==> config.mk <==
export PLATFORM = sky130hd
export DESIGN_NAME = add_sub_serial
export DESIGN_NICKNAME = d
export VERILOG_FILES = /design/src/rtl/add_sub_serial.sv
export SDC_FILE = /design/constraint.sdc
export NUM_CORES = 1
export LEC_CHECK = 0
export CORE_ASPECT_RATIO = 0.9
export CORE_MARGIN = 3
export CORE_UTILIZATION = 33
export DETAILED_ROUTE_END_ITERATION = 10
export HOLD_SLACK_MARGIN = 0.05
export PLACE_DENSITY_LB_ADDON = 0.15
export SETUP_SLACK_MARGIN = 0.15
export SLEW_MARGIN = 25
export SYNTH_ARGS = -nofsm -noshare
export SYNTH_HDL_FRONTEND = slang
export SYNTH_SLANG_ARGS = --single-unit
==> constraint.sdc <==
create_clock -name clk -period 2.6 [get_ports clk]
set_input_delay 0.52 -clock clk [delete_from_list [all_inputs] [get_ports clk]]
set_output_delay 0.52 -clock clk [all_outputs]
set_load 0.05 [all_outputs]
==> src/rtl/add_sub_serial.sv <==
// -----------------------------------------------------------------------------
// add_sub_serial
//   Digit-serial two's-complement adder/subtractor. Each operation takes
//   N = WIDTH/DIGIT compute cycles. Every cycle one DIGIT-wide slice goes
//   through a short carry chain, and a flop holds the carry for the next
//   cycle. Valid/ready handshakes sit on the input and output sides. The
//   flags carry/borrow, signed overflow, zero and negative are registered
//   along with the result.
//
//   WIDTH must be >= 2 and an integer multiple of DIGIT (1 <= DIGIT <= WIDTH).
//
// Ports
//   clk        rising-edge clock
//   rst        synchronous, active-high reset
//   in_valid   operand request valid
//   in_ready   block is idle and can accept an operation
//   a, b       operands (sampled only on the accept edge)
//   mode       0 = a + b, 1 = a - b
//   out_valid  result and flags valid (held until out_ready)
//   out_ready  consumer accepts the result
//   s          result, modulo 2^WIDTH
//   cout       final carry out; for subtract 1 = no borrow (a >= b unsigned)
//   ovf        signed overflow
//   zero       s == 0
//   neg        s[WIDTH-1]
// -----------------------------------------------------------------------------
module add_sub_serial #(
    parameter int WIDTH = 16,
    parameter int DIGIT = 4
) (
    input  logic             clk,
    input  logic             rst,
    input  logic             in_valid,
    output logic             in_ready,
    input  logic [WIDTH-1:0] a,
    input  logic [WIDTH-1:0] b,
    input  logic             mode,
    output logic             out_valid,
    input  logic             out_ready,
    output logic [WIDTH-1:0] s,
    output logic             cout,
    output logic             ovf,
    output logic             zero,
    output logic             neg
);

    localparam int N     = WIDTH / DIGIT;
    localparam int CNT_W = (N > 1) ? $clog2(N) : 1;

    typedef enum logic [1:0] {
        IDLE = 2'd0,
        RUN  = 2'd1,
        DONE = 2'd2
    } state_t;

    state_t state, state_next;

    logic [CNT_W-1:0] count;
    logic             carry;
    logic             mode_reg;
    logic [WIDTH-1:0] a_reg;
    logic [WIDTH-1:0] b_reg;
    logic [WIDTH-1:0] s_reg;
    logic             cout_reg;
    logic             ovf_reg;
    logic             zero_reg;
    logic             neg_reg;

    // ------------------------------------------------------------------
    // Digit datapath. The operand registers shift right one digit per RUN
    // cycle, so the current digit is always in the low DIGIT bits. Each
    // sum digit enters the result register at the top and shifts down.
    // After N cycles digit 0 sits in bits [DIGIT-1:0].
    // ------------------------------------------------------------------
    logic [DIGIT-1:0]       a_dig;
    logic [DIGIT-1:0]       b_dig;
    logic [DIGIT:0]         dig_sum;
    logic [WIDTH+DIGIT-1:0] s_shift;
    logic [WIDTH-1:0]       s_upd;
    logic                   msb_cin;
    logic                   last_digit;

    assign a_dig   = a_reg[DIGIT-1:0];
    // Subtract is a + ~b + 1. The +1 comes from the carry seed at accept.
    assign b_dig   = b_reg[DIGIT-1:0] ^ {DIGIT{mode_reg}};
    assign dig_sum = {1'b0, a_dig} + {1'b0, b_dig} + {{DIGIT{1'b0}}, carry};
    assign s_shift = {dig_sum[DIGIT-1:0], s_reg} >> DIGIT;
    assign s_upd   = s_shift[WIDTH-1:0];

    // The carry into the top bit of the last digit can be recovered from
    // that bit's sum: sum = a ^ b ^ cin.
    assign msb_cin    = a_dig[DIGIT-1] ^ b_dig[DIGIT-1] ^ dig_sum[DIGIT-1];
    assign last_digit = (count == CNT_W'(N - 1));

    // ------------------------------------------------------------------
    // FSM: state register
    // ------------------------------------------------------------------
    always_ff @(posedge clk) begin
        // NOTE: state elements use non-blocking assignments so that every
        // flop samples the pre-edge values, independent of statement order.
        if (rst) begin
            state <= IDLE;
        end else begin
            state <= state_next;
        end
    end

    // ------------------------------------------------------------------
    // FSM: next state and handshake outputs
    // ------------------------------------------------------------------
    always_comb begin
        // NOTE: every signal driven here gets a default first. Otherwise a
        // path that skips an assignment would infer a latch.
        state_next = state;
        in_ready   = 1'b0;
        out_valid  = 1'b0;
        case (state)
            IDLE: begin
                in_ready = 1'b1;
                if (in_valid) state_next = RUN;
            end
            RUN: begin
                if (last_digit) state_next = DONE;
            end
            DONE: begin
                out_valid = 1'b1;
                if (out_ready) state_next = IDLE;
            end
            default: state_next = IDLE;
        endcase
    end

    // ------------------------------------------------------------------
    // Datapath registers
    // ------------------------------------------------------------------
    always_ff @(posedge clk) begin
        if (rst) begin
            // NOTE: the operand and result registers are reset as well,
            // because s and the flags are visible outputs that must read 0
            // after reset.
            count    <= '0;
            carry    <= 1'b0;
            mode_reg <= 1'b0;
            a_reg    <= '0;
            b_reg    <= '0;
            s_reg    <= '0;
            cout_reg <= 1'b0;
            ovf_reg  <= 1'b0;
            zero_reg <= 1'b0;
            neg_reg  <= 1'b0;
        end else begin
            case (state)
                IDLE: begin
                    if (in_valid) begin
                        a_reg    <= a;
                        b_reg    <= b;
                        mode_reg <= mode;
                        carry    <= mode;
                        count    <= '0;
                    end
                end
                RUN: begin
                    a_reg <= a_reg >> DIGIT;
                    b_reg <= b_reg >> DIGIT;
                    s_reg <= s_upd;
                    carry <= dig_sum[DIGIT];
                    count <= count + CNT_W'(1);
                    if (last_digit) begin
                        cout_reg <= dig_sum[DIGIT];
                        ovf_reg  <= msb_cin ^ dig_sum[DIGIT];
                        zero_reg <= (s_upd == '0);
                        neg_reg  <= dig_sum[DIGIT-1];
                    end
                end
                default: ;
            endcase
        end
    end

    assign s    = s_reg;
    assign cout = cout_reg;
    assign ovf  = ovf_reg;
    assign zero = zero_reg;
    assign neg  = neg_reg;

endmodule

# After elaboration in Yosys (flattened, before gate mapping)
# Cells that the tools add are included.
# W data, S select, Z words.
[op_classes]
muxes = 14
n_reduce_logical = 7
bitwise_logic = 4
n_addsub = 3
n_eq_ne = 6
[ops]
columns = ["op", "n"]
rows = [
  ["$pmux W16 S2", 2],
  ["$mux W16", 2],
  ["$logic_not A16 Y1", 1],
  ["$mux W2", 4],
  ["$ne A2 B2 Y1 const B", 3],
  ["$pmux W2 S3", 1],
  ["$reduce_and A2 Y1", 3],
  ["$add A4 B4 Y5", 1],
  ["$add A5 B1 Y5", 1],
  ["$eq A2 B2 Y1 const B", 2],
  ["$pmux W2 S2", 1],
  ["$xor A4 B4 Y4", 1],
  ["$mux W1", 3],
  ["$reduce_and A3 Y1", 1],
  ["$xor A1 B1 Y1", 3],
  ["$add A2 B1 Y2 const B", 1],
  ["$eq A2 B1 Y1 const B", 1],
  ["$logic_not A2 Y1", 1],
  ["$pmux W1 S2", 1],
  ["$reduce_bool A2 Y1", 1],
]
[word_totals]
regBits = 58
word_cells = 45

# Logic depth before layout (Yosys ltp)
# Gate-level depths: netlist (run 1).
[depth]
depth_word = 5
ltp_mapped = 8

# Least setup slack after synthesis (run 1)
# Ideal clock, no wire load.
[synth_path]
path_kind = "reg-to-reg"
startpoint = "register mode_reg"
endpoint = "register ovf_reg (netlist: ovf)"
stages_incl_launch_ff = 8
path_buffers = 1
period_less_slack_ns = 2.141
required_time_ns = 2.509
arrival_ns = 2.050
path_slack_ns = 0.459
cell_sequence = "dfxtp_1 -> clkbuf_1 -> xnor2_1 -> fa_1 -> fa_1 -> o21ai_0 -> xnor2_1 -> a311oi_1"
[synth_between]
elab_chain_cells = 5
elab_cells_between_ends = 6
cone_classes = "2 x add/sub; 4 x bitwise"
[synth_rtl]
columns = ["element", "line_no", "source"]
rows = [
  ["from (decl)", "60", "logic mode_reg;"],
  ["from (signal assigned)", "157", "mode_reg <= mode;"],
  ["$xor A4 B4 Y4 (*)", "85", "assign b_dig = b_reg[DIGIT-1:0] ^ {DIGIT{mode_reg}};"],
  ["$add A4 B4 Y5", "86", "assign dig_sum = {1'b0, a_dig} + {1'b0, b_dig} + {{DIGIT{1'b0}}, carry};"],
  ["$add A5 B1 Y5", "86", ""],
  ["$xor A1 B1 Y1", "92", "assign msb_cin = a_dig[DIGIT-1] ^ b_dig[DIGIT-1] ^ dig_sum[DIGIT-1];"],
  ["$xor A1 B1 Y1 (*)", "170", "ovf_reg <= msb_cin ^ dig_sum[DIGIT];"],
  ["to (signal assigned)", "170", ""],
  ["to (decl)", "65", "logic ovf_reg;"],
]
# Mark *: on every way between the ends. The rest lies on a longest branch, timed or not.
# A chain may end at the register's enable or synchronous reset.

# Worst setup path in the final report (run 1)
[layout_path]
startpoint = "register state[1]"
endpoint = "output port out_valid"
[layout_between]
elab_chain_cells = 2
[layout_rtl]
columns = ["element", "line_no", "source"]
rows = [
  ["from (decl)", "56", "state_t state, state_next;"],
  ["from (signal assigned)", "104", "state <= state_next;"],
  ["$eq A2 B2 Y1", "117", "case (state)"],
  ["$mux W1", "117", ""],
  ["to (decl)", "38", "output logic out_valid,"],
]
# Every way passes these cells.

==> results.cfg, run 1 <==
[drt]
drc = 0
wl_per_cell_um = 13.5
via_count = 2223
wl_um = 6220
postRouteAntennaNets = 0
dr.pass1.iters = 4
drt_iter0_drc = 151
drt-vias-per-instance = 4.82

[setup_path]
worstSetupStartpoint = state[1]
endpoint = out_valid
crit_fanout = 6
crit_arrival_ps = 1800
regToRegEndpoint = zero
required_ps = 2080
crit_type = reg -> out
cp-start-kind = flip-flop
ff2ff_setup_slack_ps = 430
timing.rr.start = mode_reg
end_kind = output port
reg2reg_depth = 6

[placement]
dpl.hpwl_um = 4280
io_buffers = 58
gp_congestion = 0.771
dp_cells = 445
pre_cts_ws_ps = 374

[sta]
fmax_mhz = 431
grt_setup_unrepaired = no
setup_viol = 0
hold-worst-slack_ps = 460
slew_violations = 0
setup_slack_ps = 281
tns_ps = 0
hold_viol_final = 0
clock_skew_ps = 9.49
worst_slew_pin_slew_ps = 662
period_share = 0.892
finalCriticalPeriod_ps = 2320
slew_headroom = 0.557

[power_and_ir_drop]
p_sw_frac = 0.310
power.density_nw_per_um2 = 640
p_seq_frac = 0.468
ir_drop_mv = 0.234
pwr-share-clk = 0.349
power_switching_uw = 658
power.share.combinational = 0.183
p_int_mw = 1.46
leakage_nw = 1.23

[global_routing]
grt_use_met3 = 0.0559
grt_usage = 0.155
grt_start_max_net_pins = 63
grt_pass1_vias = 2215
top_usage_layer = met2
grt_first_pass_wirelength_um = 10800
globalRouteMet2Util = 0.222
grt_overflow = 0
grt_use_met1 = 0.219
antenna_found_initial = 0

[cts]
ctsHtreeMaxLevel = 3
numCtsBuffers = 9
cts_hold_buf = 0
path_clk_slew_ps = 80
clkLatencyLatePin_ps = 340
cts_tree = built
cts_buffer_depth = 2
root_buffer = clkbuf_8
cts_num_sinks = 58

[floorplanning]
die_h_um = 88.8
die_w_um = 98.0
die_area_um2 = 8710
rows = 29
ioPinCount = 59
initial_utilization = 0.348
core-area_um2 = 7220

[logic_synthesis]
synth_largest_area_cell = dfxtp_1
synth_cells = 311
ys_seq_area_frac = 0.461
synth_top_area_share = 0.461
synthMuxAreaShare = 0
synth_top_family_by_area = simple AND/OR/NAND/NOR gates
synth_area_per_cell_um2 = 8.09
syn_area_um2 = 2520
synth_edf_count = 0
synthesis.nets = 355
synth_xor_area_frac = 0.0244
ys_ff_latch = 58
synth_compound_area_frac = 0.170
synth_area_leaders = dfxtp_1 (46%), nand2_1 (13%), a311oi_1 (8.7%)
synthSimpleGateAreaFrac = 0.245
synth_cell_types = 32
async_flop_share = 0
synthAdderAreaFrac = 0.0408
synth_flop_cell = dfxtp_1
yosys_warnings = 0

[final_layout]
fill_cells = 727
diodes = 0
final_common_cell = nand2_1
drive_above_1_share = 0.0707
instances_no_fill = 461
fin_nets = 407
area_delta_synth_final_pct = 31.9
mostFrequentLayoutCells = nand2_1 (85), dfxtp_1 (58), clkdlybuf4s50_1 (57), nor2_1 (39), a21oi_1 (30)

[outcome]
outcome = finished, final reports clean

[worst_hold_path]
hp-class = reg -> reg

[job]
max_cap_viol_count = 0
==> metrics by stage <==
step                      instance area, um^2  power, mW   util
after floorplan                          2520       1.27      -
after global placement                   3140       1.40  0.435
after detailed placement                 3140       1.40  0.435
after CTS                                3320       2.15  0.460
after global routing                     3320       2.25  0.460
final                                    3320       2.12  0.460
==> power by group through the flow <==
stage	Combinational, mW	Clock [mW]	Sequential [mW]
after global placement	0.390	0	1.01
after global routing	0.437	0.809	1.00
final	0.389	0.741	0.993
after CTS	0.392	0.760	0.993
after floorplan	0.235	0	1.03
after detailed placement	0.391	0	1.01
==> timing repair <==
item | in CTS | in global routing
gates resized for setup | 0 | 1
buffers inserted | 0 | 0
setup endpoints to repair | 0 | 1
==> metal layers <==
metal / up-vias / part of all wire
met2: 37 / 0.42
li1: 1169 / -
met1: 1013 / 0.53
met5: - / 0
met4: 0 / 0.0080
met3: 4 / 0.043
==> layout make-up <==
| type | instances | area [um^2] | area share |
|---|---|---|---|
| timing repair buffer | 64 | 633 | 0.191 |
| sequential | 58 | 1160 | 0.350 |
| inverter | 5 | 18.8 | 0.00565 |
| clock buffer | 9 | 124 | 0.0373 |
| tap | 93 | 116 | 0.0351 |
| clock inverter | 7 | 55.1 | 0.0166 |
| multi-input combinational | 225 | 1210 | 0.365 |
==> how the worst min path moves through the flow <==
| stage | startpoint | endpoint | cells past startpoint |
|---|---|---|---|
| after floorplan | a_reg[12] | a_reg[12] | 2 |
| after global placement | s[1] | s[1] | 2 |
| after detailed placement | s[1] | s[1] | 2 |
| after global routing | s[3] | s[3] | 2 |
| after CTS | s[1] | s[1] | 2 |
| final | s[1] | s[1] | 2 |
==> cells in the mapped netlist (2+ instances only) <==
master,n
dfxtp_1,58
nand2_1,85
buf_6,2
buf_4,4
nand2b_1,2
ha_1,5
clkbuf_1,8
a21oi_1,30
xor2_1,5
nor2b_1,2
nand3_1,11
inv_1,5
o21ai_0,2
a311oi_1,25
a211oi_1,2
nor2_1,39
xnor2_1,2
buf_2,9
fa_1,2
==> cells by family after synthesis <==
logic type	after synthesis
flops	58
fa+ha+maj	7
simple gates	148
compound gates	63
xor+xnor	7
buf+inv	28
==> worst max-delay path, stage by stage, from the launching register on <==
cell	delay [ps]
dfxtp_1	430
nor2b_1	200
clkdlybuf4s50_1	820
Power figures use the tool's default switching activity.
==> inputs of run 2 (changes only) <==
CAP_MARGIN = 15   (was not set)
==> results of run 2 <==
No change in the layout: final DEF, timing and power equal those of run 1.
